==> config.mk <==
export PLATFORM = sky130hd
export DESIGN_NAME = axi_burst_master
export DESIGN_NICKNAME = d
export VERILOG_FILES = /design/src/rtl/axi_burst_master.sv
export SDC_FILE = /design/constraint.sdc
export NUM_CORES = 1
export LEC_CHECK = 0
export ABC_AREA = 1
export CORE_AREA = 10 10 285 287
export DETAILED_ROUTE_END_ITERATION = 10
export DIE_AREA = 0 0 295 297
export HOLD_SLACK_MARGIN = 0.06
export RECOVER_POWER = 100
export SYNTH_ARGS = -nofsm -noshare
export SYNTH_HDL_FRONTEND = slang
export SYNTH_SLANG_ARGS = --single-unit
==> constraint.sdc <==
create_clock -name s_axi_aclk -period 2.6 [get_ports s_axi_aclk]
set_clock_uncertainty 0.2 [all_clocks]
set_input_delay 0.52 -clock s_axi_aclk [delete_from_list [all_inputs] [get_ports s_axi_aclk]]
set_output_delay 0.52 -clock s_axi_aclk [all_outputs]
set_load 0.005 [all_outputs]
==> src/rtl/axi_burst_master.sv <==
// axi_burst_master: turns one command (address, beat count, direction) into a
// single AXI4 INCR burst. Write beats stream in on wr_*, read beats stream out
// on rd_*; a one-cycle done pulse reports the worst response and any error.
//
// Handshake semantics (all streams and AXI channels): a transfer happens on a
// rising edge where valid && ready are both 1. A valid, once raised, is held
// with its payload stable until the transfer. The W and R paths are
// combinational pass-throughs gated by state, so the upstream/downstream
// stream inherits the AXI channel's handshake directly.
module axi_burst_master #(
  parameter int AXI_ADDR_WIDTH   = 32,
  parameter int AXI_DATA_WIDTH   = 128,
  parameter int AXI_STROBE_WIDTH = AXI_DATA_WIDTH >> 3,
  parameter int AXI_ID_WIDTH     = 16,
  parameter int AXI_ID           = 0,
  parameter int MAX_BURST_LEN    = 256,
  parameter int LEN_W            = $clog2(MAX_BURST_LEN) + 1
) (
  input  logic                        s_axi_aclk,
  input  logic                        s_axi_areset,
  // command
  input  logic                        cmd_valid,
  output logic                        cmd_ready,
  input  logic                        cmd_write,
  input  logic [AXI_ADDR_WIDTH-1:0]   cmd_addr,
  input  logic [LEN_W-1:0]            cmd_len,
  // write-data stream
  input  logic [AXI_DATA_WIDTH-1:0]   wr_data,
  input  logic                        wr_valid,
  output logic                        wr_ready,
  // read-data stream
  output logic [AXI_DATA_WIDTH-1:0]   rd_data,
  output logic                        rd_valid,
  input  logic                        rd_ready,
  output logic                        rd_last,
  // completion
  output logic                        done_valid,
  output logic [1:0]                  done_resp,
  output logic                        done_err,
  // FSM state for observation
  output logic [2:0]                  fsm_state,
  // AW
  output logic [AXI_ADDR_WIDTH-1:0]   m_axi_awaddr,
  output logic [AXI_ID_WIDTH-1:0]     m_axi_awid,
  output logic [7:0]                  m_axi_awlen,
  output logic [2:0]                  m_axi_awsize,
  output logic [1:0]                  m_axi_awburst,
  output logic                        m_axi_awvalid,
  input  logic                        m_axi_awready,
  // W
  output logic [AXI_DATA_WIDTH-1:0]   m_axi_wdata,
  output logic [AXI_STROBE_WIDTH-1:0] m_axi_wstrb,
  output logic                        m_axi_wlast,
  output logic                        m_axi_wvalid,
  input  logic                        m_axi_wready,
  // B
  input  logic [1:0]                  m_axi_bresp,
  input  logic [AXI_ID_WIDTH-1:0]     m_axi_bid,
  input  logic                        m_axi_bvalid,
  output logic                        m_axi_bready,
  // AR
  output logic [AXI_ADDR_WIDTH-1:0]   m_axi_araddr,
  output logic [AXI_ID_WIDTH-1:0]     m_axi_arid,
  output logic [7:0]                  m_axi_arlen,
  output logic [2:0]                  m_axi_arsize,
  output logic [1:0]                  m_axi_arburst,
  output logic                        m_axi_arvalid,
  input  logic                        m_axi_arready,
  // R
  input  logic [AXI_DATA_WIDTH-1:0]   m_axi_rdata,
  input  logic [1:0]                  m_axi_rresp,
  input  logic [AXI_ID_WIDTH-1:0]     m_axi_rid,
  input  logic                        m_axi_rlast,
  input  logic                        m_axi_rvalid,
  output logic                        m_axi_rready
);

  localparam int                      SIZE   = $clog2(AXI_STROBE_WIDTH);
  localparam logic [AXI_ID_WIDTH-1:0] ID_VAL = AXI_ID_WIDTH'(AXI_ID);

  typedef enum logic [2:0] {
    IDLE    = 3'd0,
    WR_ADDR = 3'd1,
    WR_DATA = 3'd2,
    WR_RESP = 3'd3,
    RD_ADDR = 3'd4,
    RD_DATA = 3'd5,
    DONE    = 3'd6
  } state_t;

  state_t            state_q, state_d;
  logic [LEN_W-1:0]  len_q;
  logic [LEN_W-1:0]  cnt_q;
  logic              err_q;
  logic [1:0]        resp_q;
  logic [31:0]       span_end;
  logic              cmd_bad;
  logic              accept;
  logic              last_beat;
  logic              w_hs;
  logic              r_hs;
  logic              b_hs;

  // Byte offset one past the burst inside its 4 KB page; equal to 4096 is legal.
  assign span_end  = 32'(cmd_addr[11:0]) + 32'(cmd_len) * 32'(AXI_STROBE_WIDTH);
  assign cmd_bad   = (cmd_len == '0)
                  || (cmd_len > LEN_W'(MAX_BURST_LEN))
                  || (|cmd_addr[SIZE-1:0])
                  || (span_end > 32'd4096);
  assign accept    = cmd_valid && (state_q == IDLE) && !s_axi_areset;
  assign last_beat = (cnt_q == (len_q - LEN_W'(1)));
  assign w_hs      = (state_q == WR_DATA) && wr_valid && m_axi_wready;
  assign r_hs      = (state_q == RD_DATA) && m_axi_rvalid && rd_ready;
  assign b_hs      = (state_q == WR_RESP) && m_axi_bvalid;

  assign fsm_state     = state_q;
  assign m_axi_awid    = ID_VAL;
  assign m_axi_arid    = ID_VAL;
  assign m_axi_awsize  = 3'(SIZE);
  assign m_axi_arsize  = 3'(SIZE);
  assign m_axi_awburst = 2'b01;
  assign m_axi_arburst = 2'b01;
  assign m_axi_wdata   = wr_data;
  assign m_axi_wstrb   = '1;
  assign rd_data       = m_axi_rdata;

  // State register.
  always_ff @(posedge s_axi_aclk) begin
    if (s_axi_areset) state_q <= IDLE;
    else              state_q <= state_d;
  end

  // Next-state and state-gated handshake outputs.
  always_comb begin
    state_d       = state_q;
    cmd_ready     = 1'b0;
    m_axi_awvalid = 1'b0;
    m_axi_arvalid = 1'b0;
    m_axi_wvalid  = 1'b0;
    m_axi_wlast   = 1'b0;
    wr_ready      = 1'b0;
    m_axi_bready  = 1'b0;
    m_axi_rready  = 1'b0;
    rd_valid      = 1'b0;
    rd_last       = 1'b0;
    done_valid    = 1'b0;
    done_resp     = 2'b00;
    done_err      = 1'b0;
    case (state_q)
      IDLE: begin
        cmd_ready = !s_axi_areset;
        if (accept) state_d = cmd_bad ? DONE : (cmd_write ? WR_ADDR : RD_ADDR);
      end
      WR_ADDR: begin
        m_axi_awvalid = 1'b1;
        if (m_axi_awready) state_d = WR_DATA;
      end
      WR_DATA: begin
        m_axi_wvalid = wr_valid;
        wr_ready     = m_axi_wready;
        m_axi_wlast  = last_beat;
        if (w_hs && last_beat) state_d = WR_RESP;
      end
      WR_RESP: begin
        m_axi_bready = 1'b1;
        if (m_axi_bvalid) state_d = DONE;
      end
      RD_ADDR: begin
        m_axi_arvalid = 1'b1;
        if (m_axi_arready) state_d = RD_DATA;
      end
      RD_DATA: begin
        m_axi_rready = rd_ready;
        rd_valid     = m_axi_rvalid;
        // The beat count, not the slave's rlast, defines the end of the burst.
        rd_last      = last_beat;
        if (r_hs && last_beat) state_d = DONE;
      end
      DONE: begin
        done_valid = 1'b1;
        done_resp  = resp_q;
        done_err   = err_q;
        state_d    = IDLE;
      end
      default: state_d = IDLE;
    endcase
  end

  // Command latch, beat counter, address registers and sticky status.
  always_ff @(posedge s_axi_aclk) begin
    if (s_axi_areset) begin
      len_q        <= '0;
      cnt_q        <= '0;
      err_q        <= 1'b0;
      resp_q       <= 2'b00;
      m_axi_awaddr <= '0;
      m_axi_awlen  <= '0;
      m_axi_araddr <= '0;
      m_axi_arlen  <= '0;
    end else begin
      if (accept) begin
        len_q  <= cmd_len;
        cnt_q  <= '0;
        err_q  <= cmd_bad;
        resp_q <= 2'b00;
        if (!cmd_bad && cmd_write) begin
          m_axi_awaddr <= cmd_addr;
          m_axi_awlen  <= 8'(cmd_len - LEN_W'(1));
        end
        if (!cmd_bad && !cmd_write) begin
          m_axi_araddr <= cmd_addr;
          m_axi_arlen  <= 8'(cmd_len - LEN_W'(1));
        end
      end
      if (w_hs) cnt_q <= last_beat ? '0 : cnt_q + LEN_W'(1);
      if (b_hs) begin
        if (m_axi_bresp > resp_q) resp_q <= m_axi_bresp;
        if (m_axi_bid != ID_VAL)  err_q  <= 1'b1;
      end
      if (r_hs) begin
        cnt_q <= last_beat ? '0 : cnt_q + LEN_W'(1);
        if (m_axi_rresp > resp_q)          resp_q <= m_axi_rresp;
        if (m_axi_rid != ID_VAL)           err_q  <= 1'b1;
        if (m_axi_rlast != last_beat)      err_q  <= 1'b1;
      end
      if (state_q == DONE) begin
        err_q  <= 1'b0;
        resp_q <= 2'b00;
      end
    end
  end

endmodule

==> metrics.md <==
| Metric | Value |
|---|---|
| Status | finished with violations |
| Failing checks | negative setup slack |
| Commonest cells in the netlist | buf_4 (317), nor2_1 (182), nand2_1 (113) |
| RSZ-0062 raised after global routing | true |
| P&R area growth vs syn | 43.1% |
| Final Worst Setup Slack | -0.174 ns |
| Required @ worst endpoint | 1.88 ns |
| Final hold violation count | 0 |
| WP data arrival | 2.05 ns |
| Relative slew slack | 56.8% |
| Grt ovf | 0 |
| DR vias/cell | 3.27 |
| Critical path endpoint | m_axi_wlast |
| Count leader, synth | buf_4 |
| Die width | 295 um |
| Chip height | 297 um |
| Synth warn | 0 |
| Number of cell rows | 101 |
| Clock sinks | 104 |
| Fmax | 0.361 GHz |
| Worst setup path startpoint | len_q[1] |
| Least-Margin Pin Slew | 0.647 ns |
| Crit end category | primary output |
| Worst R2R Setup Slack | -0.02 ns |
| Max-slew violation count | 0 |
| Crit Path Category | reg2out |
| Worst setup SP type | register |
| Reg2reg end | cnt_q[1] |
| First-pass GRT wire length | 62300 um |
| GR Util All Layers | 10.5% |
| Top cell type's share of synthesized area | 31.0% |
| Ys flop type | dfxtp_1 |
| Largest net degree at the start of global routing | 39 |
| Post-synthesis cell area | 7680 um^2 |
| Die area | 87600 um^2 |
| Post-DP Area | 9270 um^2 |
| Syn Inst Count | 1077 |
| Cell variety after synth | 40 |
| Synth top area cells | buf_4 (31%), dfxtp_1 (27%), nor2_1 (8.9%), nand2_1 (5.5%), o21ai_0 (4.4%) |
| H-tree Lvls | 3 |
| Tmin final | 2.77 ns |
| Vias in the first global route | 6722 |
| HPWL Detailed | 41900 um |
| Final setup violating endpoints | 87 |
| Hold Slack | 0.245 ns |
| Design Area, Final | 11000 um^2 |
| Cell at the root of the clock tree | clkbuf_16 |
| Hold_buf cts | 0 |
| Antenna-violating nets left | 0 |
| Average cell area after synthesis | 7.13 um^2 |
| Clock transition at path regs | 0.07 ns |
| Post-synth EDFFs | 0 |
| P per Cell Area | 450 nW/um^2 |
| Worst hold path class | reg2reg |
| Cell accounting for the most synthesized area | buf_4 |
| Core area | 75400 um^2 |
| Crit Path Max Fanout | 2 |
| I/O Pins | 756 |
| Cells on worst reg2reg path | 18 |
| Peak VDD IR | 0.264 mV |
| Register area share after synthesis | 27.1% |
| Total power draw | 0.00495 W |
| Via count | 6890 |
| CTS Buf Count | 9 |
| Synth async-reset ratio | 0% |
| Average wire per standard cell | 24.0 um |
| Initial antenna violation count | 12 |
| Static leakage | 4.60 nW |
| Filler instances | 8599 |
| DRC violations left | 0 |
| Placer Congestion | 0.923 |
| Final period util | 107% |
| #FFs+latches synth | 104 |
| Clock latency on the worst-skew pair | 0.38 ns |
| Share of cells above drive strength 1 | 30.4% |
| Setup TNS | -8.87 ns |
| Final-stage net count | 1485 |
| Longest Clk Path Bufs | 2 |
| Detailed-route wire length | 50600 um |
| DRT iter0 DRCs | 332 |
| Max-Cap Viols | 0 |
| IO buf count | 185 |
| Worst r2r src | len_q[0] |
| Drt first pass iters | 4 |
| Initial Utilization | 10.2% |
| CTS tree | yes |
==> worst min-delay path by stage <==
stage	to	start	slack (ns)	cells after the start
after floorplan	m_axi_awaddr[0]	m_axi_awaddr[0]	0.23	2
after global placement	m_axi_awaddr[3]	m_axi_awaddr[3]	0.23	2
after detailed placement	m_axi_awaddr[2]	m_axi_awaddr[2]	0.24	2
after CTS	m_axi_araddr[4]	cmd_addr[4]	0.16	3
after global routing	m_axi_awaddr[1]	m_axi_awaddr[1]	0.27	2
final	m_axi_awaddr[0]	m_axi_awaddr[0]	0.24	2
==> report_power, final <==
part,leakage [nW],switching (W),total [W],internal (W)
clock network,0.138,0.000727,0.00139,0.000668
logic,3.62,0.00104,0.00185,0.000805
registers,0.841,0.0000577,0.00171,0.00165
total,4.60,0.00183,0.00495,0.00312
==> area by class of cell <==
type                       count  area [um^2]  share of cell area (%)
antenna                        1         2.50                  0.0228
multi-input combinational    608         3710                    33.7
clock inverter                 6         48.8                   0.444
clock buffer                  10          229                    2.08
sequential                   104         2090                    19.0
tap                          978         1220                    11.1
timing repair inverter         5         93.8                   0.854
inverter                      79          335                    3.05
timing repair buffer         316         3260                    29.7
==> flip-flops by register name (all words and copies together) (netlist names) <==
| signal | flops |
|---|---|
| m_axi_awaddr | 32 |
| fsm_state | 3 |
| err_q | 1 |
| len_q | 9 |
| m_axi_awlen | 8 |
| m_axi_araddr | 32 |
| m_axi_arlen | 8 |
| resp_q | 2 |
| cnt_q | 9 |
==> repair_timing <==
item                       CTS  global route
pin swaps                   23            58
resized for setup          130           209
setup endpoints to repair   92            94
setup buffers               14            22
gates cloned                 8             9
==> layout by cell type, fill, tap and decap left out, drive strengths merged, types with 3 or more instances in the layout <==
cell type and count:
nand4 10, dfxtp 104, inv 84, nor4 12
nand3b 4, nand2 122, nor2 200, xor2 11
o211ai 3, nor3 8, o21ai 88, clkdlybuf4s50 74
dlygate4sd2 12, clkinv 5, ha 16, xnor2 5
clkbuf 23, and3 4, a21oi 23, buf 130
dlygate4sd3 85, conb 58, or2 3, nand3 38
==> logic make-up (layout without fill, tap and decap cells) <==
family,Yosys count,count (layout),synth area share [%]
buffers and inverters,421,416,36.9
AND/OR/NAND/NOR,402,402,23.3
AO/OA/AOI/OAI,115,115,7.90
flip-flops,104,104,27.1
adder cells (fa/ha/maj),17,17,2.87
XOR/XNOR,16,16,1.82
other,2,59,0.0978
==> worst max-delay path, stage by stage, from the launching register on <==
cell	delay, ns
dfxtp_2	0.34
inv_2	0.04
ha_4	0.26
or2_4	0.11
nand2_2	0.04
nor2_2	0.08
nand3_1	0.08
nor2_2	0.11
nand2_2	0.07
nor2_4	0.10
buf_6	0.13
nand2_4	0.06
buf_6	0.11
nor2_2	0.06
buf_2	0.12
==> layer usage <==
layer  vias to the layer above  global-route usage (%)  routed length [um]
met5                         -                   0.680                 129
met4                        10                    5.11                2640
met3                       100                    11.0               11500
met2                       588                    16.1               22100
met1                      3074                    8.52               14200
li1                       3118                       -                   -
==> through the flow <==
stage | setup slack (ns) | cells | util [%]
finish | -0.174 | 2107 | 14.6
CTS | -0.372 | 2087 | 13.4
floorplan | -0.0400 | 1133 | -
detailed placement | -0.941 | 2050 | 12.3
global placement | -0.892 | 2050 | 12.3
global route | -0.319 | 2106 | 14.6
Power figures use the tool's default switching activity.
